`config.mk`:
```
export PLATFORM = sky130hd
export DESIGN_NAME = uart_tx_feeder_flat
export DESIGN_NICKNAME = d
export VERILOG_FILES = /design/src/rtl/uart_tx_feeder_if.sv /design/src/rtl/uart_tx_feeder.sv /design/src/flat_wrapper.sv
export SDC_FILE = /design/constraint.sdc
export NUM_CORES = 1
export LEC_CHECK = 0
export ABC_CLOCK_PERIOD_IN_PS = 3500
export CORE_MARGIN = 1.5
export CORE_UTILIZATION = 55
export CTS_CLUSTER_DIAMETER = 50
export DETAILED_ROUTE_END_ITERATION = 7
export PLACE_DENSITY = 0.79
export SLEW_MARGIN = 20
export SYNTH_ARGS = -nofsm -noshare
export SYNTH_HDL_FRONTEND = slang
export SYNTH_SLANG_ARGS = --single-unit
```
`constraint.sdc`:
```
create_clock -name clk -period 3.5 [get_ports clk]
set_input_delay 0.35 -clock clk [delete_from_list [all_inputs] [get_ports clk]]
set_output_delay 0.35 -clock clk [all_outputs]
set_load 0.01 [all_outputs]
```
`src/rtl/uart_tx_feeder_if.sv`:
```
// Handshake bundle between the UART register block, the TX FIFO/launcher and the transmitter.
// The slave modport is the feeder side. The master modport is the register block and transmitter side.
interface uart_tx_feeder_if #(
   parameter int DEPTH  = 16,
   parameter int DATA_W = 8
);
   localparam int LW = $clog2(DEPTH) + 1;

   logic              wr_en_i;
   logic [DATA_W-1:0] wr_data_i;
   logic              flush_i;
   logic              ovf_clr_i;
   logic              tx_en_i;
   logic              tx_done_i;
   logic [31:0]       tx_data_o;
   logic              start_tx_o;
   logic              full_o;
   logic              empty_o;
   logic [LW-1:0]     level_o;
   logic              overflow_o;
   logic              busy_o;

   modport master (
      output wr_en_i, wr_data_i, flush_i, ovf_clr_i, tx_en_i, tx_done_i,
      input  tx_data_o, start_tx_o, full_o, empty_o, level_o, overflow_o, busy_o
   );

   modport slave (
      input  wr_en_i, wr_data_i, flush_i, ovf_clr_i, tx_en_i, tx_done_i,
      output tx_data_o, start_tx_o, full_o, empty_o, level_o, overflow_o, busy_o
   );
endinterface

```
`src/rtl/uart_tx_feeder.sv`:
```
// TX FIFO plus launch FSM: buffers characters and hands them to the UART transmitter one frame at a time.
//
//   state     | meaning
//   ----------+----------------------------------------------------------------
//   IDLE      | no frame in flight; launches when enabled, data held, tx idle
//   START     | head popped into tx_data_o; start requested until tx goes busy
//   WAIT_DONE | transmitter busy with the frame; wait for its done level
module uart_tx_feeder #(
   parameter int DEPTH  = 16,
   parameter int DATA_W = 8
) (
   input  logic             clk,
   input  logic             rst_n,
   uart_tx_feeder_if.slave  bus
);
   localparam int AW = $clog2(DEPTH);
   localparam int LW = $clog2(DEPTH) + 1;

   typedef enum logic [1:0] {
      IDLE      = 2'd0,
      START     = 2'd1,
      WAIT_DONE = 2'd2
   } state_t;

   state_t            state_q;
   logic              start_tx_q;
   logic              busy_q;
   logic [DATA_W-1:0] tx_data_q;

   logic [AW-1:0]     wr_ptr_q, wr_ptr_d;
   logic [AW-1:0]     rd_ptr_q, rd_ptr_d;
   logic [LW-1:0]     level_q, level_d;
   logic              full_q, empty_q;
   logic              overflow_q, overflow_d;
   logic [DATA_W-1:0] mem_q [DEPTH];

   logic              pop;
   logic              push;
   logic              drop;

   // A pop frees a slot in the same cycle, so a full FIFO still accepts a push then.
   assign pop  = (state_q == IDLE) && bus.tx_en_i && !empty_q && bus.tx_done_i && !bus.flush_i;
   assign push = bus.wr_en_i && !bus.flush_i && (!full_q || pop);
   assign drop = bus.wr_en_i && !bus.flush_i && full_q && !pop;

   always_comb begin
      wr_ptr_d   = wr_ptr_q;
      rd_ptr_d   = rd_ptr_q;
      level_d    = level_q;
      overflow_d = drop || (overflow_q && !bus.ovf_clr_i);
      if (bus.flush_i) begin
         wr_ptr_d = '0;
         rd_ptr_d = '0;
         level_d  = '0;
      end else begin
         if (push) wr_ptr_d = wr_ptr_q + 1'b1;
         if (pop)  rd_ptr_d = rd_ptr_q + 1'b1;
         case ({push, pop})
            2'b10:   level_d = level_q + LW'(1);
            2'b01:   level_d = level_q - LW'(1);
            default: level_d = level_q;
         endcase
      end
   end

   always_ff @(posedge clk or negedge rst_n) begin
      if (!rst_n) begin
         wr_ptr_q   <= '0;
         rd_ptr_q   <= '0;
         level_q    <= '0;
         full_q     <= 1'b0;
         empty_q    <= 1'b1;
         overflow_q <= 1'b0;
      end else begin
         wr_ptr_q   <= wr_ptr_d;
         rd_ptr_q   <= rd_ptr_d;
         level_q    <= level_d;
         full_q     <= (level_d == LW'(DEPTH));
         empty_q    <= (level_d == '0);
         overflow_q <= overflow_d;
      end
   end

   // Storage is not reset; level/pointers alone define what is valid.
   always_ff @(posedge clk) begin
      if (push) mem_q[wr_ptr_q] <= bus.wr_data_i;
   end

   // start_tx_o is decoded from the registered state, so it trails START by one cycle.
   always_ff @(posedge clk or negedge rst_n) begin
      if (!rst_n) begin
         state_q    <= IDLE;
         start_tx_q <= 1'b0;
         busy_q     <= 1'b0;
         tx_data_q  <= '0;
      end else begin
         start_tx_q <= (state_q == START);
         case (state_q)
            IDLE: begin
               if (pop) begin
                  state_q   <= START;
                  busy_q    <= 1'b1;
                  tx_data_q <= mem_q[rd_ptr_q];
               end
            end
            START: begin
               if (!bus.tx_done_i) state_q <= WAIT_DONE;
            end
            WAIT_DONE: begin
               if (bus.tx_done_i) begin
                  state_q <= IDLE;
                  busy_q  <= 1'b0;
               end
            end
            default: begin
               state_q <= IDLE;
               busy_q  <= 1'b0;
            end
         endcase
      end
   end

   assign bus.tx_data_o  = 32'(tx_data_q);
   assign bus.start_tx_o = start_tx_q;
   assign bus.full_o     = full_q;
   assign bus.empty_o    = empty_q;
   assign bus.level_o    = level_q;
   assign bus.overflow_o = overflow_q;
   assign bus.busy_o     = busy_q;

endmodule

```
`src/flat_wrapper.sv`:
```
// flat-port wrapper written by rule: the top's interface ports become plain ports
module uart_tx_feeder_flat 
#(
   parameter int DEPTH  = 16,
   parameter int DATA_W = 8
)
  (clk, rst_n, bus_wr_en_i, bus_wr_data_i, bus_flush_i, bus_ovf_clr_i, bus_tx_en_i, bus_tx_done_i, bus_tx_data_o, bus_start_tx_o, bus_full_o, bus_empty_o, bus_level_o, bus_overflow_o, bus_busy_o);
  uart_tx_feeder_if #(.DEPTH(DEPTH), .DATA_W(DATA_W)) bus_i ();
  input  logic clk;
  input  logic rst_n;
  input wire logic [$bits(bus_i.wr_en_i)-1:0] bus_wr_en_i;
  input wire logic [$bits(bus_i.wr_data_i)-1:0] bus_wr_data_i;
  input wire logic [$bits(bus_i.flush_i)-1:0] bus_flush_i;
  input wire logic [$bits(bus_i.ovf_clr_i)-1:0] bus_ovf_clr_i;
  input wire logic [$bits(bus_i.tx_en_i)-1:0] bus_tx_en_i;
  input wire logic [$bits(bus_i.tx_done_i)-1:0] bus_tx_done_i;
  output wire logic [$bits(bus_i.tx_data_o)-1:0] bus_tx_data_o;
  output wire logic [$bits(bus_i.start_tx_o)-1:0] bus_start_tx_o;
  output wire logic [$bits(bus_i.full_o)-1:0] bus_full_o;
  output wire logic [$bits(bus_i.empty_o)-1:0] bus_empty_o;
  output wire logic [$bits(bus_i.level_o)-1:0] bus_level_o;
  output wire logic [$bits(bus_i.overflow_o)-1:0] bus_overflow_o;
  output wire logic [$bits(bus_i.busy_o)-1:0] bus_busy_o;
  assign bus_i.wr_en_i = bus_wr_en_i;
  assign bus_i.wr_data_i = bus_wr_data_i;
  assign bus_i.flush_i = bus_flush_i;
  assign bus_i.ovf_clr_i = bus_ovf_clr_i;
  assign bus_i.tx_en_i = bus_tx_en_i;
  assign bus_i.tx_done_i = bus_tx_done_i;
  assign bus_tx_data_o = bus_i.tx_data_o;
  assign bus_start_tx_o = bus_i.start_tx_o;
  assign bus_full_o = bus_i.full_o;
  assign bus_empty_o = bus_i.empty_o;
  assign bus_level_o = bus_i.level_o;
  assign bus_overflow_o = bus_i.overflow_o;
  assign bus_busy_o = bus_i.busy_o;
  uart_tx_feeder #(.DEPTH(DEPTH), .DATA_W(DATA_W)) u_core (.clk(clk), .rst_n(rst_n), .bus(bus_i));
endmodule
```
==> results of run 1 <==
==> through the flow <==
step	utilization, %	power, mW	instance area (µm²)	setup slack (ns)
finish	65.22	4.258	7542	0.6375
global route	65.22	4.378	7542	0.4415
global placement	60.05	2.470	6944	0.4379
CTS	65.21	4.282	7541	0.6459
detailed placement	60.05	2.481	6944	0.2809
floorplan	-	2.323	6668	0.9682
==> sequential cells by signal (all words and copies together) (netlist names) <==
name	cells
u_core.mem_q	128
u_core.bus.busy_o	1
u_core.bus.level_o	5
u_core.rd_ptr_q	4
u_core.state_q	2
u_core.tx_data_q	8
u_core.wr_ptr_q	4
u_core.bus.empty_o	1
u_core.bus.start_tx_o	1
u_core.bus.full_o	1
u_core.bus.overflow_o	1
==> layout by cell type (no fill, tap or decap), drive strengths merged, types with 2 or more instances in the layout <==
master and count:
mux4 32, inv 11, ha 8, mux2i 17
o21ai 5, and4 2, nor3b 3, dfrtp 27
nor2 14, o22ai 9, edfxtp 128, a21oi 4
nand3b 2, and3 2, nor3 2, clkinv 5
a21o 8, clkbuf 22, conb 24, and2 16
nand2 9, nand3 3, xor2 8, nand2b 2
buf 6, clkdlybuf4s50 32, xnor2 5, nor2b 3
==> cell type report <==
type,count,share of cell area [%]
inverter,7,0.3484
clock buffer,22,6.586
multi-input combinational,187,24.05
timing repair buffer,38,5.010
sequential,156,60.30
clock inverter,10,1.327
tap,143,2.372
==> report_power, final <==
part           internal [mW]  total (mW)  switching (mW)
logic                  0.168       0.326           0.159
registers               2.07        2.12          0.0473
clock network           1.09        1.81           0.720
total                   3.33        4.26           0.926
==> logic make-up (layout without fill, tap and decap cells) <==
logic type / count (synthesis) / count (layout) / share of synthesized area [%]
flip-flops: 156 / 156 / 69.07
AND/OR/NAND/NOR: 61 / 61 / 5.513
multiplexers: 49 / 49 / 13.88
buffers and inverters: 46 / 77 / 4.677
AO/OA/AOI/OAI: 32 / 32 / 3.555
XOR/XNOR: 13 / 13 / 1.730
adder cells (fa/ha/maj): 8 / 8 / 1.521
other: 1 / 24 / 0.05698
==> per-layer routing <==
layer,global-route usage [%],up-vias
met2,33.42,131
met5,0,-
met1,28.88,1702
met4,7.426,0
met3,5.508,19
li1,-,1456
==> worst min-delay path by stage <==
stage | depth (start not counted) | slack, ns | to
global placement | 1 | 0.46 | u_core.tx_data_q[7]
floorplan | 0 | 0.05 | u_core.bus.busy_o
finish | 2 | 0.32 | u_core.bus.level_o[3]
global route | 2 | 0.35 | u_core.bus.level_o[3]
detailed placement | 1 | 0.47 | u_core.tx_data_q[5]
CTS | 2 | 0.31 | u_core.bus.level_o[3]
==> worst reg2reg max path, cell delays in order (launching register included) <==
cell and delay (ns):
dfrtp_1 0.43, nand4bb_4 0.29, o21ai_4 0.22, nand2_1 0.21, ha_1 0.34, xor2_1 0.19, ha_1 0.20, nor3b_1 0.26
o32ai_2 0.12, xnor2_1 0.23, nor2_2 0.06, and4_1 0.19
==> flow_summary.toml, run 1 <==
[setup_path]
crit_path_end_kind = "flip-flop"
critPathBufInv = 0
r2r_end = "u_core.bus.full_o"
worst-path-stages = 11
crit_type = "flip-flop to flip-flop"
cp_max_fo = 7
slowest_stage = "dfrtp_1"
worstRegToRegCells = 11
crit_arrival_ns = 3.16
rrSetupSlack_ns = 0.64
cpLargestDelayFamily = "simple AND/OR/NAND/NOR gates"
critical_path.most_common_cell = "ha_1"
cp_slowest_stage_delay_ns = 0.43
rr_startpoint = "u_core.state_q[1]"
crit_path_start = "u_core.state_q[1]"
cp-start-kind = "flip-flop"
required_ns = 3.80
crit_end = "u_core.bus.full_o"
worstPathCellList = "nand4bb_4 -> o21ai_4 -> nand2_1 -> ha_1 -> xor2_1 -> ha_1 -> nor3b_1 -> o32ai_2 -> xnor2_1 -> nor2_2 -> and4_1"

[clocking]
cts_resized = 0
htreeDepth = 4
cts_hold_buf = 0
clkSlewWorstSetupHoldPaths_ns = 0.06
clock_path_buffers = 2
cts-buffers-inserted = 17
cts.sinks = 156
cts_tree = "yes"
cts_root_buf = "clkbuf_16"
clk_latency_ns = 0.42
post_cts_buffers = 0

[die]
fp.dieH_um = 112.4
core_mm2 = 0.01156
io_pins = 57
initial_utilization_pct = 56.91
fp-row-count = 39
fp.dieArea_mm2 = 0.01263
fp.dieW_um = 112.4

[synth]
synth_common_cells = "edfxtp_1 (128), dfrtp_1 (27), mux4_2 (26), buf_4 (25), mux2i_1 (17)"
yosysTopAreaCell = "edfxtp_1"
yosys_register_bits = 156
syn_avg_cell_area_um2 = 17.98
ys_types = 42
yosys_warnings = 0
async_flop_share_pct = 17.95
syn_area_mm2 = 0.006581
ys_seq_area_share_pct = 69.07
synth_edf_count = 128
synth_most_common_cell = "edfxtp_1"
synth_area_leaders = "edfxtp_1 (58%), dfrtp_1 (10%), mux4_2 (8.9%)"
ys.flop_type = "edfxtp_1"
synth_top_area_share_pct = 58.40
synthCells = 366

[finish]
regArea_mm2 = 0.004548
num_antenna_cells = 0
multiInputGateArea_mm2 = 0.001814
layout.nets = 430
drive_above_1_share_pct = 17.14
syn2layout_area_growth_pct = 14.60
fillerInstances = 747
instances_no_fill = 563

[route]
num_vias = 3308
highest_layer = "met4"
dr_wl_met2_um = 6214
viasPerCell = 5.876
first_pass_iters = 7
drt_iter0_markers = 251
wl_met3_um = 638
antenna_left = 0
drc = 6
wl_met1_um = 5357
avgRoutedWirePerCell_um = 22.11
drt_wl_total_um = 12450

[global_routing]
grt_overflow_total = 0
grt_pass1_wl_um = 18920
antenna_found_initial = 0
track_usage_pct = 21.10
grt_max_degree = 29
first_global_vias = 3287

[timing]
worst_pin_slew_ns = 0.6140
fin_crit_ns = 2.862
max_freq_mhz = 349.3
slew_headroom_pct = 59.07
maxSlewViolCount = 0
finalHoldViolations = 0
finalSetupViolations = 0
rsz0062_at_grt = "false"
post-route-period-util_pct = 81.79
fin_hold_ws_ns = 0.3169
tns_ns = 0
finClkSkew_ns = 0.01013

[placed_design]
place_hpwl_um = 7699
place_inst = 531
gp_congestion = 0.7856
io_buffers = 32

[status]
failed_checks = "design-rule violations"
status = "complete, but fails checks"

[hold_path]
hp-class = "input pin to async pin"

[pwr]
ir_drop_v = 0.0002800
powerDensity_mw_per_mm2 = 564.6
p_leak_nw = 2.655

[flow_run]
maxCapViolCount = 0
(Power assumes the default switching activity.)
==> run 2: changes to the inputs <==
- ABC_CLOCK_PERIOD_IN_PS: 3500 -> 2650
- clock period: 3.5 -> 2.65 ns (I/O delays scaled with it)
==> run 2 against run 1 <==
Against the previous run: the flow still finishes with violations (design-rule violations); register-to-register slack got worse by 0.53 ns; final cell count rose by 4.1%; count of clock-buffer cells in the layout fell by 5; largest cell class unchanged; die area did not move; setup slack got worse by 0.53 ns; cell area rose by 2.4%; via count rose by 2.0%.
==> flow_summary.toml, run 2 (synthesis results as in run 1) <==
[setup_path]
worstPathCellList = "nand4bb_4 -> nor2_4 -> nand2_2 -> inv_1 -> ha_1 -> xor2_1 -> ha_2 -> nor3b_2 -> o32ai_2 -> xnor2_2 -> nor2_2 -> and4_1"
cp_max_fo = 3
crit_path_end_kind = "flip-flop"
rr_startpoint = "u_core.bus.empty_o"
cp_slowest_stage_delay_ns = 0.53
critPathBufInv = 1
slowest_stage = "dfstp_2"
crit_type = "flip-flop to flip-flop"
r2r_end = "u_core.bus.full_o"
worstRegToRegCells = 12
required_ns = 2.95
cpLargestDelayFamily = "simple AND/OR/NAND/NOR gates"
cp-start-kind = "flip-flop"
crit_arrival_ns = 2.84
rrSetupSlack_ns = 0.11
worst-path-stages = 12

[global_routing]
grt_overflow_total = 0
grt_max_degree = 36
track_usage_pct = 21.30
first_global_vias = 3576
grt_pass1_wl_um = 19530
antenna_found_initial = 0

[pwr]
ir_drop_v = 0.0003550
powerDensity_mw_per_mm2 = 731.4
p_leak_nw = 2.764

[route]
avgRoutedWirePerCell_um = 21.65
antenna_left = 0
drc = 6
drt_iter0_markers = 313
first_pass_iters = 8
num_vias = 3374
drt_wl_total_um = 12690
viasPerCell = 5.758

[status]
status = "complete, but fails checks"
failed_checks = "design-rule violations"

[timing]
slew_headroom_pct = 60.42
finalSetupViolations = 0
fin_crit_ns = 2.540
max_freq_mhz = 393.6
finClkSkew_ns = 0.008777
tns_ns = 0
worst_pin_slew_ns = 0.5918
finalHoldViolations = 0
post-route-period-util_pct = 95.87
maxSlewViolCount = 0

[finish]
final_common_cell = "edfxtp_1"
regArea_mm2 = 0.004547
top_register = "u_core.mem_q"
largest_reg_flops = 128
num_antenna_cells = 0
multiInputGateArea_mm2 = 0.001832
final_cell_mix = "edfxtp_1 (128), clkdlybuf4s50_1 (32), buf_4 (28)"
fillerInstances = 732
syn2layout_area_growth_pct = 17.34
drive_above_1_share_pct = 22.57
instances_no_fill = 586
layout.nets = 453

[die]
initial_utilization_pct = 56.91
fp.dieArea_mm2 = 0.01263
fp-row-count = 39
io_pins = 57
core_mm2 = 0.01156
fp.dieH_um = 112.4
fp.dieW_um = 112.4

[flow_run]
maxCapViolCount = 0

[clocking]
clkSlewWorstSetupHoldPaths_ns = 0.06
cts_tree = "yes"
cts-buffers-inserted = 17
clk_latency_ns = 0.42
cts.sinks = 156
htreeDepth = 4
cts_root_buf = "clkbuf_16"
clock_path_buffers = 2

[placed_design]
io_buffers = 32
place_inst = 553
place_hpwl_um = 8043
gp_congestion = 0.8006

[hold_path]
hp-class = "input pin to async pin"
[run 2: layout make-up]
| cell class | instances | share of cell area (%) |
|---|---|---|
| clock buffers | 17 | 5.509 |
| multi-input cells | 187 | 23.72 |
| repair buffers | 61 | 7.129 |
| flip-flops and latches | 156 | 58.88 |
| well taps | 143 | 2.317 |
| inverters | 7 | 0.3402 |
| clock inverters | 15 | 2.106 |
[run 2: timing repair]
action | 4_1_cts | 5_1_grt
hold buffers | 0 | 0
endpoints found under the setup margin | 0 | 2
buffers inserted | 0 | 1
gates resized for setup | 0 | 4
[run 2: metal layers]
metal  GRT usage [%]  share of wire [%]  vias up
met5               0                  0        -
met3           3.834                4.1       21
li1                -                  -     1500
met4           9.873                2.6        0
met1           27.21                 42     1745
met2           35.95                 51      108
[run 2: power breakdown]
part	internal (mW)	switching (mW)
Combinational	0.231	0.217
Sequential	2.74	0.0637
Clock	1.40	0.995
[run 2: worst max-delay path by stage]
stage                             startpoint                 to  slack, ns
final                     u_core.bus.empty_o  u_core.bus.full_o       0.11
after global placement         bus_tx_done_i  u_core.bus.full_o      -0.03
after global routing      u_core.bus.empty_o  u_core.bus.full_o     -0.007
after CTS                  u_core.state_q[1]  u_core.bus.full_o       0.10
after floorplan            u_core.state_q[1]  u_core.bus.full_o       0.12
after detailed placement       bus_tx_done_i  u_core.bus.full_o      -0.12
[run 2: metrics by stage]
stage | utilization (%) | power, mW | area, µm² | worst slack (ns) | hold slack (ns)
2_1_floorplan | - | 3.068 | 6668 | 0.1182 | -0.03059
3_3_place_gp | 61.47 | 3.271 | 7109 | -0.02905 | 0.4585
3_5_place_dp | 61.47 | 3.291 | 7109 | -0.1182 | 0.4714
4_1_cts | 66.56 | 5.680 | 7697 | 0.1008 | 0.2338
5_1_grt | 66.77 | 5.797 | 7722 | -0.006760 | 0.2648
6_report | 66.77 | 5.648 | 7722 | 0.1095 | 0.2380
